### src/rtl/riscv_pkg.sv
// Shared RISC-V definitions: branch funct3 encodings, BHT counter type and
// helpers used by the branch predictor.
package riscv_pkg;

    // RV32I conditional branch funct3 encodings
    typedef enum logic [2:0] {
        BR_BEQ  = 3'b000,
        BR_BNE  = 3'b001,
        BR_BLT  = 3'b100,
        BR_BGE  = 3'b101,
        BR_BLTU = 3'b110,
        BR_BGEU = 3'b111
    } branch_instr;

    // 2-bit saturating branch history counter
    typedef logic [1:0] bht_ctr_t;

    localparam bht_ctr_t BHT_SNT = 2'b00;  // strongly not-taken
    localparam bht_ctr_t BHT_WNT = 2'b01;  // weakly not-taken
    localparam bht_ctr_t BHT_WT  = 2'b10;  // weakly taken
    localparam bht_ctr_t BHT_ST  = 2'b11;  // strongly taken

    // Operands are sign-extended to this width before comparison.
    // Sign extension preserves both signed and unsigned ordering, so one
    // fixed-width helper serves any XLEN up to this size.
    localparam int BR_OPND_W = 64;

    // Evaluate a branch condition; the two reserved funct3 codes yield 0.
    function automatic logic branch_cond(
        input logic [2:0]           funct3,
        input logic [BR_OPND_W-1:0] rs1,
        input logic [BR_OPND_W-1:0] rs2
    );
        logic res;
        res = 1'b0;
        case (branch_instr'(funct3))
            BR_BEQ:  res = (rs1 == rs2);
            BR_BNE:  res = (rs1 != rs2);
            BR_BLT:  res = ($signed(rs1) <  $signed(rs2));
            BR_BGE:  res = ($signed(rs1) >= $signed(rs2));
            BR_BLTU: res = (rs1 <  rs2);
            BR_BGEU: res = (rs1 >= rs2);
            default: res = 1'b0;
        endcase
        return res;
    endfunction

    // Next counter state after a resolved outcome, saturating at both ends.
    function automatic bht_ctr_t bht_next(input bht_ctr_t ctr, input logic taken);
        bht_ctr_t nxt;
        nxt = ctr;
        if (taken) begin
            nxt = (ctr == BHT_ST)  ? BHT_ST  : bht_ctr_t'(ctr + 2'b01);
        end else begin
            nxt = (ctr == BHT_SNT) ? BHT_SNT : bht_ctr_t'(ctr - 2'b01);
        end
        return nxt;
    endfunction

endpackage

### src/rtl/bht_table.sv
// Direct-mapped table of 2-bit saturating counters: one combinational read
// port (no write bypass) and one saturating update port, synchronous reset.
module bht_table
    import riscv_pkg::*;
#(
    parameter int       DEPTH = 64,
    parameter bht_ctr_t INIT  = BHT_WNT,
    localparam int      IDX_W = $clog2(DEPTH)
) (
    input  logic             clk,
    input  logic             rst_n,
    input  logic [IDX_W-1:0] rd_idx,
    output bht_ctr_t         rd_ctr,
    input  logic             wr_en,
    input  logic [IDX_W-1:0] wr_idx,
    input  logic             wr_taken
);

    bht_ctr_t ctr_r [DEPTH];

    // Read returns the stored value; an update in the same cycle shows next cycle
    assign rd_ctr = ctr_r[rd_idx];

    // Reinitialise every counter on reset, otherwise apply the saturating update
    always_ff @(posedge clk) begin
        if (!rst_n) begin
            for (int i = 0; i < DEPTH; i++) begin
                ctr_r[i] <= INIT;
            end
        end else if (wr_en) begin
            ctr_r[wr_idx] <= bht_next(ctr_r[wr_idx], wr_taken);
        end
    end

endmodule

### src/rtl/branch_predict_unit.sv
// Branch prediction unit: fetch-stage BHT prediction plus a registered
// execute-stage resolution path (outcome, mispredict, redirect PC).
// Optional feature macro: BP_STATS_EN adds saturating branch/mispredict counters.
module branch_predict_unit
    import riscv_pkg::*;
#(
    parameter int       XLEN      = 32,
    parameter int       BHT_DEPTH = 64,
    parameter bht_ctr_t BHT_INIT  = BHT_WNT
) (
    input  logic            clk,
    input  logic            rst_n,
    input  logic            pred_valid,
    input  logic [XLEN-1:0] pred_pc,
    input  logic [XLEN-1:0] pred_imm,
    output logic            pred_taken,
    output logic [XLEN-1:0] pred_target,
    input  logic            ex_valid,
    input  logic [31:0]     ex_instr,
    input  logic [XLEN-1:0] ex_pc,
    input  logic [XLEN-1:0] ex_imm,
    input  logic [XLEN-1:0] ex_rs1,
    input  logic [XLEN-1:0] ex_rs2,
    input  logic            ex_pred_taken,
    output logic            res_valid,
    output logic            res_taken,
    output logic            res_mispredict,
    output logic            res_illegal,
    output logic [XLEN-1:0] res_next_pc
`ifdef BP_STATS_EN
    ,
    output logic [31:0]     stat_branches,
    output logic [31:0]     stat_mispredicts
`endif
);

    localparam int IDX_W = $clog2(BHT_DEPTH);

    logic [IDX_W-1:0]     pred_idx_s;
    logic [IDX_W-1:0]     ex_idx_s;
    bht_ctr_t             pred_ctr_s;
    logic [2:0]           funct3_s;
    logic                 legal_s;
    logic                 taken_s;
    logic                 mispredict_s;
    logic                 bht_wr_s;
    logic [XLEN-1:0]      next_pc_s;
    logic [BR_OPND_W-1:0] rs1_ext_s;
    logic [BR_OPND_W-1:0] rs2_ext_s;
    logic                 unused_instr_s;

    logic                 res_valid_r;
    logic                 res_taken_r;
    logic                 res_mispredict_r;
    logic                 res_illegal_r;
    logic [XLEN-1:0]      res_next_pc_r;

    // Only funct3 of the instruction word matters to branch resolution
    assign unused_instr_s = ^{ex_instr[31:15], ex_instr[11:0]};

    assign pred_idx_s = pred_pc[IDX_W+1:2];
    assign ex_idx_s   = ex_pc[IDX_W+1:2];

    bht_table #(
        .DEPTH (BHT_DEPTH),
        .INIT  (BHT_INIT)
    ) u_bht (
        .clk      (clk),
        .rst_n    (rst_n),
        .rd_idx   (pred_idx_s),
        .rd_ctr   (pred_ctr_s),
        .wr_en    (bht_wr_s),
        .wr_idx   (ex_idx_s),
        .wr_taken (taken_s)
    );

    // Fetch prediction: counter MSB gated by the lookup request
    always_comb begin
        pred_taken  = pred_ctr_s[1] & pred_valid;
        pred_target = pred_pc + XLEN'(32'd4);
        if (pred_taken) begin
            pred_target = pred_pc + pred_imm;
        end else begin
            pred_target = pred_pc + XLEN'(32'd4);
        end
    end

    // Execute resolution: evaluate condition, choose redirect PC, gate BHT update
    always_comb begin
        funct3_s  = ex_instr[14:12];
        legal_s   = (funct3_s != 3'b010) && (funct3_s != 3'b011);
        rs1_ext_s = BR_OPND_W'($signed(ex_rs1));
        rs2_ext_s = BR_OPND_W'($signed(ex_rs2));
        taken_s   = legal_s & branch_cond(funct3_s, rs1_ext_s, rs2_ext_s);
        if (taken_s) begin
            next_pc_s = ex_pc + ex_imm;
        end else begin
            next_pc_s = ex_pc + XLEN'(32'd4);
        end
        mispredict_s = taken_s ^ ex_pred_taken;
        bht_wr_s     = ex_valid & legal_s;
    end

    // Resolution registers; result fields hold while no branch is present
    always_ff @(posedge clk) begin
        if (!rst_n) begin
            res_valid_r      <= 1'b0;
            res_taken_r      <= 1'b0;
            res_mispredict_r <= 1'b0;
            res_illegal_r    <= 1'b0;
            res_next_pc_r    <= {XLEN{1'b0}};
        end else begin
            res_valid_r <= ex_valid;
            if (ex_valid) begin
                res_taken_r      <= taken_s;
                res_mispredict_r <= mispredict_s;
                res_illegal_r    <= ~legal_s;
                res_next_pc_r    <= next_pc_s;
            end
        end
    end

    assign res_valid      = res_valid_r;
    assign res_taken      = res_taken_r;
    assign res_mispredict = res_mispredict_r;
    assign res_illegal    = res_illegal_r;
    assign res_next_pc    = res_next_pc_r;

`ifdef BP_STATS_EN
    logic [31:0] stat_branches_r;
    logic [31:0] stat_mispredicts_r;

    // Saturating counts of legal resolved branches and their mispredicts
    always_ff @(posedge clk) begin
        if (!rst_n) begin
            stat_branches_r    <= 32'd0;
            stat_mispredicts_r <= 32'd0;
        end else if (ex_valid && legal_s) begin
            if (stat_branches_r != 32'hFFFF_FFFF) begin
                stat_branches_r <= stat_branches_r + 32'd1;
            end
            if (mispredict_s && (stat_mispredicts_r != 32'hFFFF_FFFF)) begin
                stat_mispredicts_r <= stat_mispredicts_r + 32'd1;
            end
        end
    end

    assign stat_branches    = stat_branches_r;
    assign stat_mispredicts = stat_mispredicts_r;
`endif

endmodule
### config.mk
export PLATFORM = sky130hd
export DESIGN_NAME = branch_predict_unit
export DESIGN_NICKNAME = d
export VERILOG_FILES = /design/src/rtl/riscv_pkg.sv /design/src/rtl/bht_table.sv /design/src/rtl/branch_predict_unit.sv
export SDC_FILE = /design/constraint.sdc
export NUM_CORES = 1
export LEC_CHECK = 0
export ABC_AREA = 1
export BUFFER_PORTS_ARGS = -buffer_cell sky130_fd_sc_hd__buf_4
export CAP_MARGIN = 25
export CORE_ASPECT_RATIO = 1.2
export CORE_MARGIN = 4
export CORE_UTILIZATION = 63
export DETAILED_ROUTE_END_ITERATION = 6
export HOLD_SLACK_MARGIN = 0.06
export MAX_ROUTING_LAYER = met4
export PLACE_DENSITY = 0.89
export SETUP_SLACK_MARGIN = 0.15
export SYNTH_ARGS = -nofsm -noshare
export SYNTH_HDL_FRONTEND = slang
export SYNTH_HIERARCHICAL = 1
export SYNTH_SLANG_ARGS = --single-unit
### constraint.sdc
create_clock -name clk -period 6.2 [get_ports clk]
set_input_delay 1.24 -clock clk [delete_from_list [all_inputs] [get_ports clk]]
set_output_delay 1.24 -clock clk [all_outputs]
set_load 0.05 [all_outputs]
==> run_results.csv <==
group,metric,value,unit
outcome,outcome,"finished with violations",
outcome,violations,"DRC",
power_and_ir_drop,p_per_area,196.2,nW/um^2
sta,skew,19.50,ps
layout,seq_area,4564,sq um
power_and_ir_drop,p_leak,0.009105,uW
clock_tree,cts_resized,0,
route,vias,18750,
critical_path,startpoint,"pred_pc[2]",
route,dr.pass1.iters,7,
job,maxCapViolations,0,
clock_tree,cts_buffers,17,
sta,worstMarginPinSlew,1044,ps
clock_tree,clk_latency,440,ps
sta,worst_slack,499.4,ps
floorplanning,core,24990,sq um
global_route,grt_use_total,40.37,%
sta,hold_slack,472.7,ps
route,wl,57820,um
synthesis,syn_area_per_cell,6.245,sq um
global_route,antenna_found_initial,1,
synthesis,syn-num-nets,2915,
critical_path,critPathMaxFanout,28,
global_route,gr-total-overflow,0,
global_route,grt_max_degree,88,
layout,drive_above_1_share,12.88,%
critical_path,r2r_slack,3350,ps
clock_tree,cts_setup_buffers,0,
layout,fill_cells,2001,
layout,multiInputGateArea,9733,sq um
placed_design,port-buffer-count,268,
route,ant_nets,0,
clock_tree,cts_tree,"built",
placed_design,dpl.hpwl,42450,um
critical_path,endpoint_kind,"output port",
clock_tree,clock_path_buffers,2,
global_route,grt_pass1_vias,18110,
clock_tree,clkSinkCount,164,
synthesis,yosys_warnings,6,
clock_tree,cts.hold.buffers_added,0,
synthesis,syn_inst,2587,
critical_path,cp-start-kind,"input pin",
floorplanning,die_x,154.2,um
sta,drv_slew,0,
worst_hold_path,hold_path.class,"flip-flop to flip-flop",
floorplanning,die_area,28280,sq um
clock_tree,htreeDepth,4,
sta,hold_viol_final,0,
route,avgViaCountPerCell,5.993,
floorplanning,ios,298,
critical_path,crit_type,"input pin to output port",
sta,finalCritPeriodShare,91.95,%
floorplanning,die_h,183.4,um
floorplanning,fp-row-count,63,
critical_path,required,4960,ps
route,detail_route.wl_per_cell,18.48,um
critical_path,worstPathArrival,4460,ps
route,drt_iter0_drc,2636,
sta,setup_viol,0,
clock_tree,clk_pin_slew_worst_paths,80,ps
clock_tree,root_buffer,"clkbuf_16",
critical_path,r2r-start,"u_bht/ctr_r[40][1]",
sta,tns,0,ps
placed_design,dp_slack,947.8,ps
layout,area.growth.synth_to_final,15.78,%
sta,min_period,5701,ps
sta,rsz0062_at_grt,"no",
critical_path,cp-endpoint,"pred_target[12]",
floorplanning,start_util,64.66,%
synthesis,syn-cell-area,16160,sq um
global_route,grt_pass1_wl,89820,um
route,drc_errors,27,
sta,max_freq,175.4,MHz
placed_design,place_congestion,1.008,
layout,fin_nets,3117,
critical_path,r2r_cells,9,
power_and_ir_drop,vdd_ir_drop_max,181.4,uV
critical_path,regToRegEndpoint,"u_bht/ctr_r[47][1]",
sta,slew_headroom,30.31,%
-- worst min-delay path by stage --
| stage | slack [ps] | endpoint | cells after the start | from |
|---|---|---|---|---|
| global placement | 450 | res_next_pc[7] | 2 | res_next_pc[7] |
| finish | 470 | res_next_pc[21] | 2 | res_next_pc[21] |
| global route | 490 | res_next_pc[0] | 2 | res_next_pc[0] |
| detailed placement | 460 | res_next_pc[7] | 2 | res_next_pc[7] |
| CTS | 470 | res_next_pc[7] | 2 | res_next_pc[7] |
| floorplan | 690 | res_next_pc[0] | 2 | res_next_pc[0] |
-- cell type report --
cell class / count / area share, %
multi-input combinational: 1981 / 52.03
timing repair buffer: 279 / 11.30
inverter: 346 / 6.943
tap: 325 / 2.174
clock inverter: 14 / 0.8428
antenna: 1 / 0.01338
sequential: 164 / 24.40
clock buffer: 18 / 2.294
-- per-stage QoR --
stage | power [uW] | cell area, sq um | utilization [%] | cells
floorplan | 2163 | 16160 | - | 2587
global placement | 2544 | 18090 | 72.40 | 3094
detailed placement | 2573 | 18090 | 72.40 | 3094
CTS | 3624 | 18680 | 74.74 | 3126
global route | 3831 | 18710 | 74.86 | 3128
finish | 3670 | 18710 | 74.86 | 3128
-- layer usage --
layer | track usage [%] | up-vias | share of wire (%)
li1 | - | 8687 | -
met4 | 23.50 | 0 | 7.5
met3 | 6.781 | 402 | 10
met1 | 46.76 | 8329 | 36
met5 | - | - | 0
met2 | 66.21 | 1327 | 46
-- cell usage in the layout, fill, tap and decap left out, types with 2 or more instances in the layout --
| cell | instances |
|---|---|
| nor4_1 | 6 |
| inv_6 | 3 |
| clkinv_1 | 2 |
| xor2_1 | 38 |
| o21ai_0 | 119 |
| nor2_2 | 21 |
| clkinv_8 | 3 |
| o211ai_1 | 10 |
| ha_1 | 96 |
| o22ai_1 | 13 |
| clkbuf_16 | 17 |
| inv_2 | 8 |
| nor2_4 | 3 |
| nand3b_1 | 10 |
| or2_0 | 2 |
| clkinv_4 | 3 |
| xnor2_1 | 27 |
| a31oi_1 | 4 |
| nor3_1 | 38 |
| o21ai_1 | 16 |
| nor2_1 | 375 |
| dfxtp_1 | 36 |
| nand2_4 | 3 |
| inv_8 | 5 |
| or2_2 | 5 |
| nand3_1 | 218 |
| fa_1 | 3 |
| inv_1 | 336 |
| edfxtp_1 | 128 |
| and2_1 | 3 |
| o21bai_1 | 10 |
| nand4_1 | 25 |
| buf_4 | 278 |
| nand2_1 | 798 |
| a31o_2 | 2 |
| nand2_2 | 6 |
| a21oi_1 | 118 |
| a21o_1 | 5 |
-- worst max-delay path: stages --
cell	delay, ps
buf_4	190
clkinv_1	70
buf_4	330
o21ai_0	150
o22ai_1	250
nor2_1	110
o21ai_0	510
nand2_1	130
nand2_1	100
nand2_1	60
nand2_1	70
nand2_1	60
inv_1	260
buf_4	330
o21ai_0	120
a21oi_1	140
a31o_2	130
buf_4	190
-- power breakdown --
group          internal, uW  switching, uW  total, uW
combinational           421            926       1350
clock                   544            534       1080
sequential             1220           24.4       1250
-- sequential cells by signal (all words and copies together) (netlist names) --
register        cells
res_next_pc        32
res_taken           1
u_bht/ctr_r       128
res_illegal         1
res_valid           1
res_mispredict      1
No activity file was read; power rests on OpenSTA's default activity.
